**config.mk**
```make
export PLATFORM = sky130hd
export DESIGN_NAME = mtbuf_addr_seq
export DESIGN_NICKNAME = d
export VERILOG_FILES = /design/src/rtl/mtbuf_addr_seq_pkg.sv /design/src/rtl/mtbuf_addr_seq_lane_prio_enc.sv /design/src/rtl/mtbuf_addr_seq.sv
export SDC_FILE = /design/constraint.sdc
export NUM_CORES = 1
export LEC_CHECK = 0
export BUFFER_PORTS_ARGS = -buffer_cell sky130_fd_sc_hd__buf_4
export CAP_MARGIN = 30
export CORE_UTILIZATION = 54
export DETAILED_ROUTE_END_ITERATION = 10
export HOLD_SLACK_MARGIN = 0.03
export PLACE_DENSITY = 0.8
export RECOVER_POWER = 25
export SLEW_MARGIN = 40
export SYNTH_ARGS = -nofsm -noshare
export SYNTH_HDL_FRONTEND = slang
export SYNTH_HIERARCHICAL = 1
export SYNTH_SLANG_ARGS = --single-unit
```
**constraint.sdc**
```tcl
create_clock -name clk_i -period 3.22 [get_ports clk_i]
set_clock_uncertainty 0.2 [all_clocks]
set_input_delay 0.322 -clock clk_i [delete_from_list [all_inputs] [get_ports clk_i]]
set_output_delay 0.322 -clock clk_i [all_outputs]
set_load 0.05 [all_outputs]
```
**src/rtl/mtbuf_addr_seq_pkg.sv**
```systemverilog
// Shared definitions for the MTBUF address sequencer: lane/tag geometry and FSM encoding.
package mtbuf_addr_seq_pkg;

  localparam int unsigned NUM_LANES = 64;
  localparam int unsigned LANE_W    = 6;
  localparam int unsigned ADDR_W    = 32;
  localparam int unsigned TAG_W     = 7;

  typedef enum logic [1:0] {
    StIdle = 2'd0,
    StRun  = 2'd1,
    StDone = 2'd2
  } seq_state_e;

endpackage

```
**src/rtl/mtbuf_addr_seq_lane_prio_enc.sv**
```systemverilog
// Lowest-set-bit encoder over the remaining-lane mask; only built with MTBUF_ADDR_SEQ_SKIP_EN.
`ifdef MTBUF_ADDR_SEQ_SKIP_EN
module lane_prio_enc
  import mtbuf_addr_seq_pkg::*;
(
  input  logic [NUM_LANES-1:0] vec_i,
  output logic [LANE_W-1:0]    idx_o,
  output logic                 any_o
);

  // Scan high to low so the lowest set bit is the last assignment to win.
  always_comb begin
    idx_o = '0;
    any_o = |vec_i;
    for (int i = NUM_LANES - 1; i >= 0; i--) begin
      if (vec_i[i]) idx_o = LANE_W'(i);
    end
  end

endmodule
`endif

```
**src/rtl/mtbuf_addr_seq.sv**
```systemverilog
// MTBUF per-wavefront lane sequencer: walks active exec lanes and emits one address per request.
// MTBUF_ADDR_SEQ_SKIP_EN selects a priority-encoded lane pick instead of a linear scan.
module mtbuf_addr_seq
  import mtbuf_addr_seq_pkg::*;
(
  input  logic                 clk_i,
  input  logic                 rst_ni,
  input  logic                 issue_valid_i,
  output logic                 issue_ready_o,
  input  logic [NUM_LANES-1:0] issue_exec_i,
  input  logic [TAG_W-1:0]     issue_tag_i,
  output logic [LANE_W-1:0]    calc_tid_o,
  input  logic [ADDR_W-1:0]    calc_addr_i,
  output logic                 mem_req_valid_o,
  input  logic                 mem_req_ready_i,
  output logic [ADDR_W-1:0]    mem_req_addr_o,
  output logic [LANE_W-1:0]    mem_req_lane_o,
  output logic [TAG_W-1:0]     mem_req_tag_o,
  output logic                 mem_req_last_o,
  output logic                 done_valid_o,
  output logic [TAG_W-1:0]     done_tag_o
);

  seq_state_e           state_q, state_d;
  logic [NUM_LANES-1:0] rem_q, rem_d, rem_clr;
  logic [TAG_W-1:0]     tag_q, tag_d;
  logic                 req_valid_q, req_valid_d;
  logic [ADDR_W-1:0]    req_addr_q, req_addr_d;
  logic [LANE_W-1:0]    req_lane_q, req_lane_d;
  logic [TAG_W-1:0]     req_tag_q, req_tag_d;
  logic                 req_last_q, req_last_d;
  logic [LANE_W-1:0]    cand;
  logic                 hit;
  logic                 can_load;

`ifdef MTBUF_ADDR_SEQ_SKIP_EN
  lane_prio_enc u_lane_prio_enc (
    .vec_i (rem_q),
    .idx_o (cand),
    .any_o (hit)
  );
`else
  logic [LANE_W-1:0] ptr_q, ptr_d;

  assign cand = ptr_q;
  assign hit  = rem_q[ptr_q];
`endif

  assign can_load = hit && (!req_valid_q || mem_req_ready_i);

  always_comb begin
    state_d       = state_q;
    rem_d         = rem_q;
    tag_d         = tag_q;
    req_valid_d   = req_valid_q;
    req_addr_d    = req_addr_q;
    req_lane_d    = req_lane_q;
    req_tag_d     = req_tag_q;
    req_last_d    = req_last_q;
    issue_ready_o = 1'b0;
    done_valid_o  = 1'b0;
    done_tag_o    = '0;
    calc_tid_o    = '0;
    rem_clr       = rem_q;
    rem_clr[cand] = 1'b0;
`ifndef MTBUF_ADDR_SEQ_SKIP_EN
    ptr_d         = ptr_q;
`endif
    case (state_q)
      StIdle: begin
        issue_ready_o = 1'b1;
        if (issue_valid_i) begin
          rem_d   = issue_exec_i;
          tag_d   = issue_tag_i;
          state_d = (issue_exec_i == '0) ? StDone : StRun;
`ifndef MTBUF_ADDR_SEQ_SKIP_EN
          ptr_d   = '0;
`endif
        end
      end
      StRun: begin
        calc_tid_o = cand;
        if (req_valid_q && mem_req_ready_i) begin
          req_valid_d = 1'b0;
          if (req_last_q) state_d = StDone;
        end
        if (can_load) begin
          req_valid_d = 1'b1;
          req_addr_d  = calc_addr_i;
          req_lane_d  = cand;
          req_tag_d   = tag_q;
          req_last_d  = (rem_clr == '0);
          rem_d       = rem_clr;
        end
`ifndef MTBUF_ADDR_SEQ_SKIP_EN
        // A stalled active lane holds the pointer until it is loaded.
        if (!hit || can_load) ptr_d = ptr_q + 1'b1;
`endif
      end
      StDone: begin
        done_valid_o = 1'b1;
        done_tag_o   = tag_q;
        state_d      = StIdle;
      end
      default: state_d = StIdle;
    endcase
  end

  always_ff @(posedge clk_i or negedge rst_ni) begin
    if (!rst_ni) begin
      state_q     <= StIdle;
      rem_q       <= '0;
      tag_q       <= '0;
      req_valid_q <= 1'b0;
      req_addr_q  <= '0;
      req_lane_q  <= '0;
      req_tag_q   <= '0;
      req_last_q  <= 1'b0;
`ifndef MTBUF_ADDR_SEQ_SKIP_EN
      ptr_q       <= '0;
`endif
    end else begin
      state_q     <= state_d;
      rem_q       <= rem_d;
      tag_q       <= tag_d;
      req_valid_q <= req_valid_d;
      req_addr_q  <= req_addr_d;
      req_lane_q  <= req_lane_d;
      req_tag_q   <= req_tag_d;
      req_last_q  <= req_last_d;
`ifndef MTBUF_ADDR_SEQ_SKIP_EN
      ptr_q       <= ptr_d;
`endif
    end
  end

  assign mem_req_valid_o = req_valid_q;
  assign mem_req_addr_o  = req_addr_q;
  assign mem_req_lane_o  = req_lane_q;
  assign mem_req_tag_o   = req_tag_q;
  assign mem_req_last_o  = req_last_q;

endmodule

```
* Word-level counts from Yosys, hierarchy flattened *
Index checks and enable logic that the tools add are counted.

word-level totals
  flip-flop bits (word level) = 126
  bits of input ports = 107
  word-level logic and storage cells = 60

cells by class
  $add $sub $neg = 1
  $lt $le $gt $ge = 2
  eq/ne operators = 7
  mux-type cells = 21
  bitwise gates (word level) = 2
  reductions and logical operators = 18

operators with widths
  kind                                                 number
  zero test 64 bit                                     2
  two-way mux 64 bit                                   2
  one-hot mux 64 bit (2 select lines)                  1
  AND 64 bit                                           1
  inverter 64 bit                                      1
  two-way mux 6 bit                                    3
  one-hot mux 6 bit (2 select lines)                   1
  inequality test 2 bit, second input constant         5
  AND reduction 3 bit                                  3
  two-way mux 2 bit                                    4
  < comparator 6 x 7 -> 1 bit, second input constant   1
  two-way mux 7 bit                                    1
  adder 6 x 1 -> 6 bit, second input constant          1
  binary-select mux 1 bit (select 6 bit)               1
  demux 1 bit (select 6 bit)                           1
  >= comparator 6 x 1 -> 1 bit, second input constant  1
  two-way mux 1 bit                                    6
  AND reduction 2 bit                                  3
  one-hot mux 2 bit (2 select lines)                   1
  nonzero test 2 bit                                   2
  logical AND 1 bit                                    3
  equality test 2 x 1 -> 1 bit, second input constant  1
  equality test 2 bit, second input constant           1
  zero test 1 bit                                      2
  other kinds (2)                                      3

* Depth between registers and ports, before layout *
  word-level depth = 8
  mapped depth = 12

* Worst setup path after synthesis *
Ideal clock, no wire load.

  path kind = flip-flop to flip-flop
  start point = reg ptr_q[0], in the netlist cand[0]
  end point = reg req_addr_q[25], in the netlist mem_req_addr_o[25]
  library setup time = 0.127 ns
  arrival = 2.532 ns
  data required time = 2.893 ns
  slack = 0.360 ns
  cell stages (with the launch flop) = 13
  period minus slack after synthesis = 2.860 ns
  path through = dfrtp_1 -> buf_6 -> buf_12 -> buf_12 -> mux2i_1 -> a22oi_1 -> o21ai_1 -> o31ai_1 -> o31ai_4 -> nor2_4 -> buf_6 -> buf_6 -> mux2_1

on the way
  cells in the longest elaborated chain, start to end = 4

RTL lines
  what                                     RTL line               RTL
  start: declaration                       mtbuf_addr_seq.sv:43   logic [LANE_W-1:0] ptr_q, ptr_d;
  start signal: assignment                 mtbuf_addr_seq.sv:132  ptr_q <= ptr_d;
  binary-select mux 1 bit (select 6 bit)   mtbuf_addr_seq.sv:46   assign hit = rem_q[ptr_q];
  two-way mux 1 bit (not written as such)  mtbuf_addr_seq.sv:46
  logical AND 1 bit                        mtbuf_addr_seq.sv:49   assign can_load = hit && (!req_valid_q || mem_req_ready_i);
  AND reduction 2 bit (no source line)     n/a
  end signal: assignment                   mtbuf_addr_seq.sv:127  req_addr_q <= req_addr_d;
  end: declaration                         mtbuf_addr_seq.sv:28   logic [ADDR_W-1:0] req_addr_q, req_addr_d;

Every way passes these cells. The select of a mux whose other input is x is not followed.
A chain may end at the register's enable or synchronous reset.

* Final worst setup path *
  start point = reg ptr_q[0], in the netlist cand[0]
  end point = reg req_tag_q[1], in the netlist mem_req_tag_o[1]

on the way
  cells in the longest elaborated chain, start to end = 4

RTL lines
  what                                     RTL line               RTL
  binary-select mux 1 bit (select 6 bit)   mtbuf_addr_seq.sv:46
  two-way mux 1 bit (not written as such)  mtbuf_addr_seq.sv:46
  logical AND 1 bit                        mtbuf_addr_seq.sv:49
  AND reduction 2 bit (no source line)     n/a
  end signal: assignment                   mtbuf_addr_seq.sv:129  req_tag_q <= req_tag_d;
  end: declaration                         mtbuf_addr_seq.sv:30   logic [TAG_W-1:0] req_tag_q, req_tag_d;

Every way passes these cells. The select of a mux whose other input is x is not followed.

==> results.yml <==
outcome:
  status: "finished, violations left"
  violations: "max-capacitance violations, max-slew violations"
finish:
  nets: 1166
  layout.cells.non_filler: 1244
  final_layout_size_suffix_gt1_share_pct: 31.3
  postLayoutCellArea_um2: 10600
  syn_to_final_growth_pct: 49.0
  utilization_pct: 83.3
timing:
  fin_hold_ws_ns: 0.117
  setup_violations: 0
  drv_slew: 71
  rsz0062_at_grt: "no"
  fmaxAchievable_mhz: 314
  slew_headroom_pct: -20.1
  period_minus_slack_ns: 3.18
  min_period_over_period_pct: 98.8
  setup_tns_ns: 0
  finalHoldViolCount: 0
  tightest_slew_ns: 1.80
power:
  ir_worst_vdd_mv: 0.873
  leakage_nw: 4.76
  powerDensity_nw_per_um2: 1020
critical_path:
  r2r-start: "cand[0]"
  cp-end-kind: "flip-flop"
  crit_path_start_kind: "flip-flop"
  cp_data_required_time_ns: 3.32
  path_max_fanout: 33
  crit_buf_inv: 2
  critPathTopFamily: "multiplexers"
  startpoint: "cand[0]"
  path_cells: "buf_4, mux2i_1, mux4_2, o22ai_1, a311o_1, o31ai_4, nor2_4, buf_6, mux2_2"
  arrival_ns: 3.28
  critical_path_class: "flip-flop to flip-flop"
  cpMaxStageDelayCell: "dfrtp_4"
  cpPeakStageDelay_ns: 0.61
route:
  post_drt_wl_per_cell_um: 25.7
  vias_per_cell: 6.70
  drc: 0
  drt_iter0_drc: 1371
  final_antenna_net_count: 0
  vias: 8338
  wl_mm: 32.0
  firstDrtPassIters: 8
clock_tree:
  cts_setup_buffers: 0
  cts_tree: "done"
  cts_buffers: 17
  cts_max_level: 4
  cts-root-buf: "clkbuf_16"
  clock_latency_ns: 0.43
  cts_buffer_depth: 2
  clock_sinks: 126
  clkTransAtPathRegs_ns: 0.06
min_path:
  hold_start: "issue_valid_i"
  worstHoldPathType: "input pin to flip-flop"
global_routing:
  grt.overflow.total: 0
  grt_pass1_vias: 8373
  antenna_found_initial: 2
  grt_usage_pct: 48.5
  grt_pass1_wl_mm: 48.0
  grt_max_degree: 71
placed_design:
  gp_congestion: 1.07
  dpl.hpwl_mm: 20.4
  io_buffers: 168
  dpl_cell_area_um2: 8940
  dp_cells: 1106
job:
  maxCapViolCount: 1
synth:
  synthArstFlopShare_pct: 100
  syn-mean-instance-area_um2: 9.44
  synthesis.area_um2: 7120
  seq_area_frac_synth_pct: 44.3
  syn_inst: 754
  ys.flop_type: "dfrtp_1"
  yosys.cell_types.count: 63
  synthTopCellsByCount: "nand2_1, dfrtp_1, o21ai_0, a32oi_1, mux2_2"
  ys_top_cells_by_area: "dfrtp_1, nand2_1, o21ai_0"
  synth_top_area_share_pct: 44.3
  yosys_warnings: 6
  synth_seq_cells: 126
  yosys.area.top_type: "dfrtp_1"
  yosysMostFrequentCell: "nand2_1"
  synth_fp_nets: 862
  synth_edf_count: 0
floorplanning:
  io_pins: 169
  num_rows: 41
  core-area_um2: 12700
  dieWidth_um: 117
  dieArea_um2: 13600
  die_h_um: 117
  start_util_pct: 55.9
==> final timing paths <==
kind | slack, ns | cells past startpoint | endpoint
worst max-delay path | 0.04 | 9 | mem_req_tag_o[1]
worst min-delay path | 0.12 | 3 | cand[1]
worst max register to register | 0.04 | 9 | mem_req_tag_o[1]
worst min register to register | 0.31 | 1 | mem_req_lane_o[1]
max in group asynchronous | 0.50 | 3 | mem_req_addr_o[5]
min in group asynchronous | 0.20 | 2 | rem_q[2]
==> cell families after synthesis <==
logic type,synth area share [%]
buf+inv,4.59
fa+ha+maj,0.176
mux,12.0
flops,44.3
compound gates,20.4
simple gates,18.5
==> cell type report <==
class	instances	area, um2
fill	713	2120
antenna	2	5.00
multi-input combinational	565	3680
inverter	3	11.3
tap	172	215
sequential	126	3160
clock inverter	12	136
clock buffer	19	453
timing repair buffer	345	2940
==> registers in the layout, summed over array words and instances, names as in the netlist <==
name	count
mem_req_valid_o	1
state_q	2
mem_req_lane_o	6
mem_req_tag_o	7
mem_req_addr_o	32
cand	6
tag_q	7
mem_req_last_o	1
rem_q	64
==> cells in the final DEF (no fill, tap or decap), types with 4 or more instances in the layout <==
master	instances
clkbuf_16	17
nor2b_1	5
nand3b_1	6
nor4_1	18
o21ai_0	93
mux2_1	6
dfrtp_1	122
buf_12	7
a32oi_1	51
and3b_1	5
a21oi_1	17
and2_1	15
and3_1	6
dlygate4sd3_1	105
nand4_1	12
mux2_2	41
o21ai_1	11
mux2i_1	28
nand2_1	149
a22oi_1	11
buf_4	229
nand3_1	8
nor2_1	19
a22o_1	4
==> metal layers <==
metal  vias up  track usage [%]  part of all wire [%]
met2       781             75.0                    45
met4         0             28.7                   6.9
met1      3896             58.5                    35
li1       3434                -                     -
met5         -                0                     0
met3       227             17.3                    13
==> repair_timing <==
| item | 4_1_cts | 5_1_grt |
|---|---|---|
| hold buffers | 105 | 0 |
| gates cloned | 0 | 0 |
| hold endpoints to repair | 135 | 0 |
| gates resized for setup | 1 | 14 |
| endpoints found under the setup margin | 1 | 88 |
==> worst register-to-register path: cells and delay by family (launching register included) <==
family	cells	cell delay (ns)
AO/OA/AOI/OAI	3	0.63
AND/OR/NAND/NOR	1	0.19
buffers and inverters	2	0.46
flip-flops	1	0.61
multiplexers	3	0.97
==> where the power goes <==
group / internal [mW] / switching (mW)
clock: 1.18 / 0.785
sequential: 2.14 / 0.633
combinational: 2.38 / 3.68
==> metrics by stage <==
stage	total power [mW]	worst slack [ns]
after floorplan	6.38	0.360
after global placement	8.11	0.0903
after detailed placement	8.30	-0.0170
after CTS	10.3	0.0274
after global routing	11.1	0.0164
final	10.8	0.0380
(Power assumes the default switching activity.)
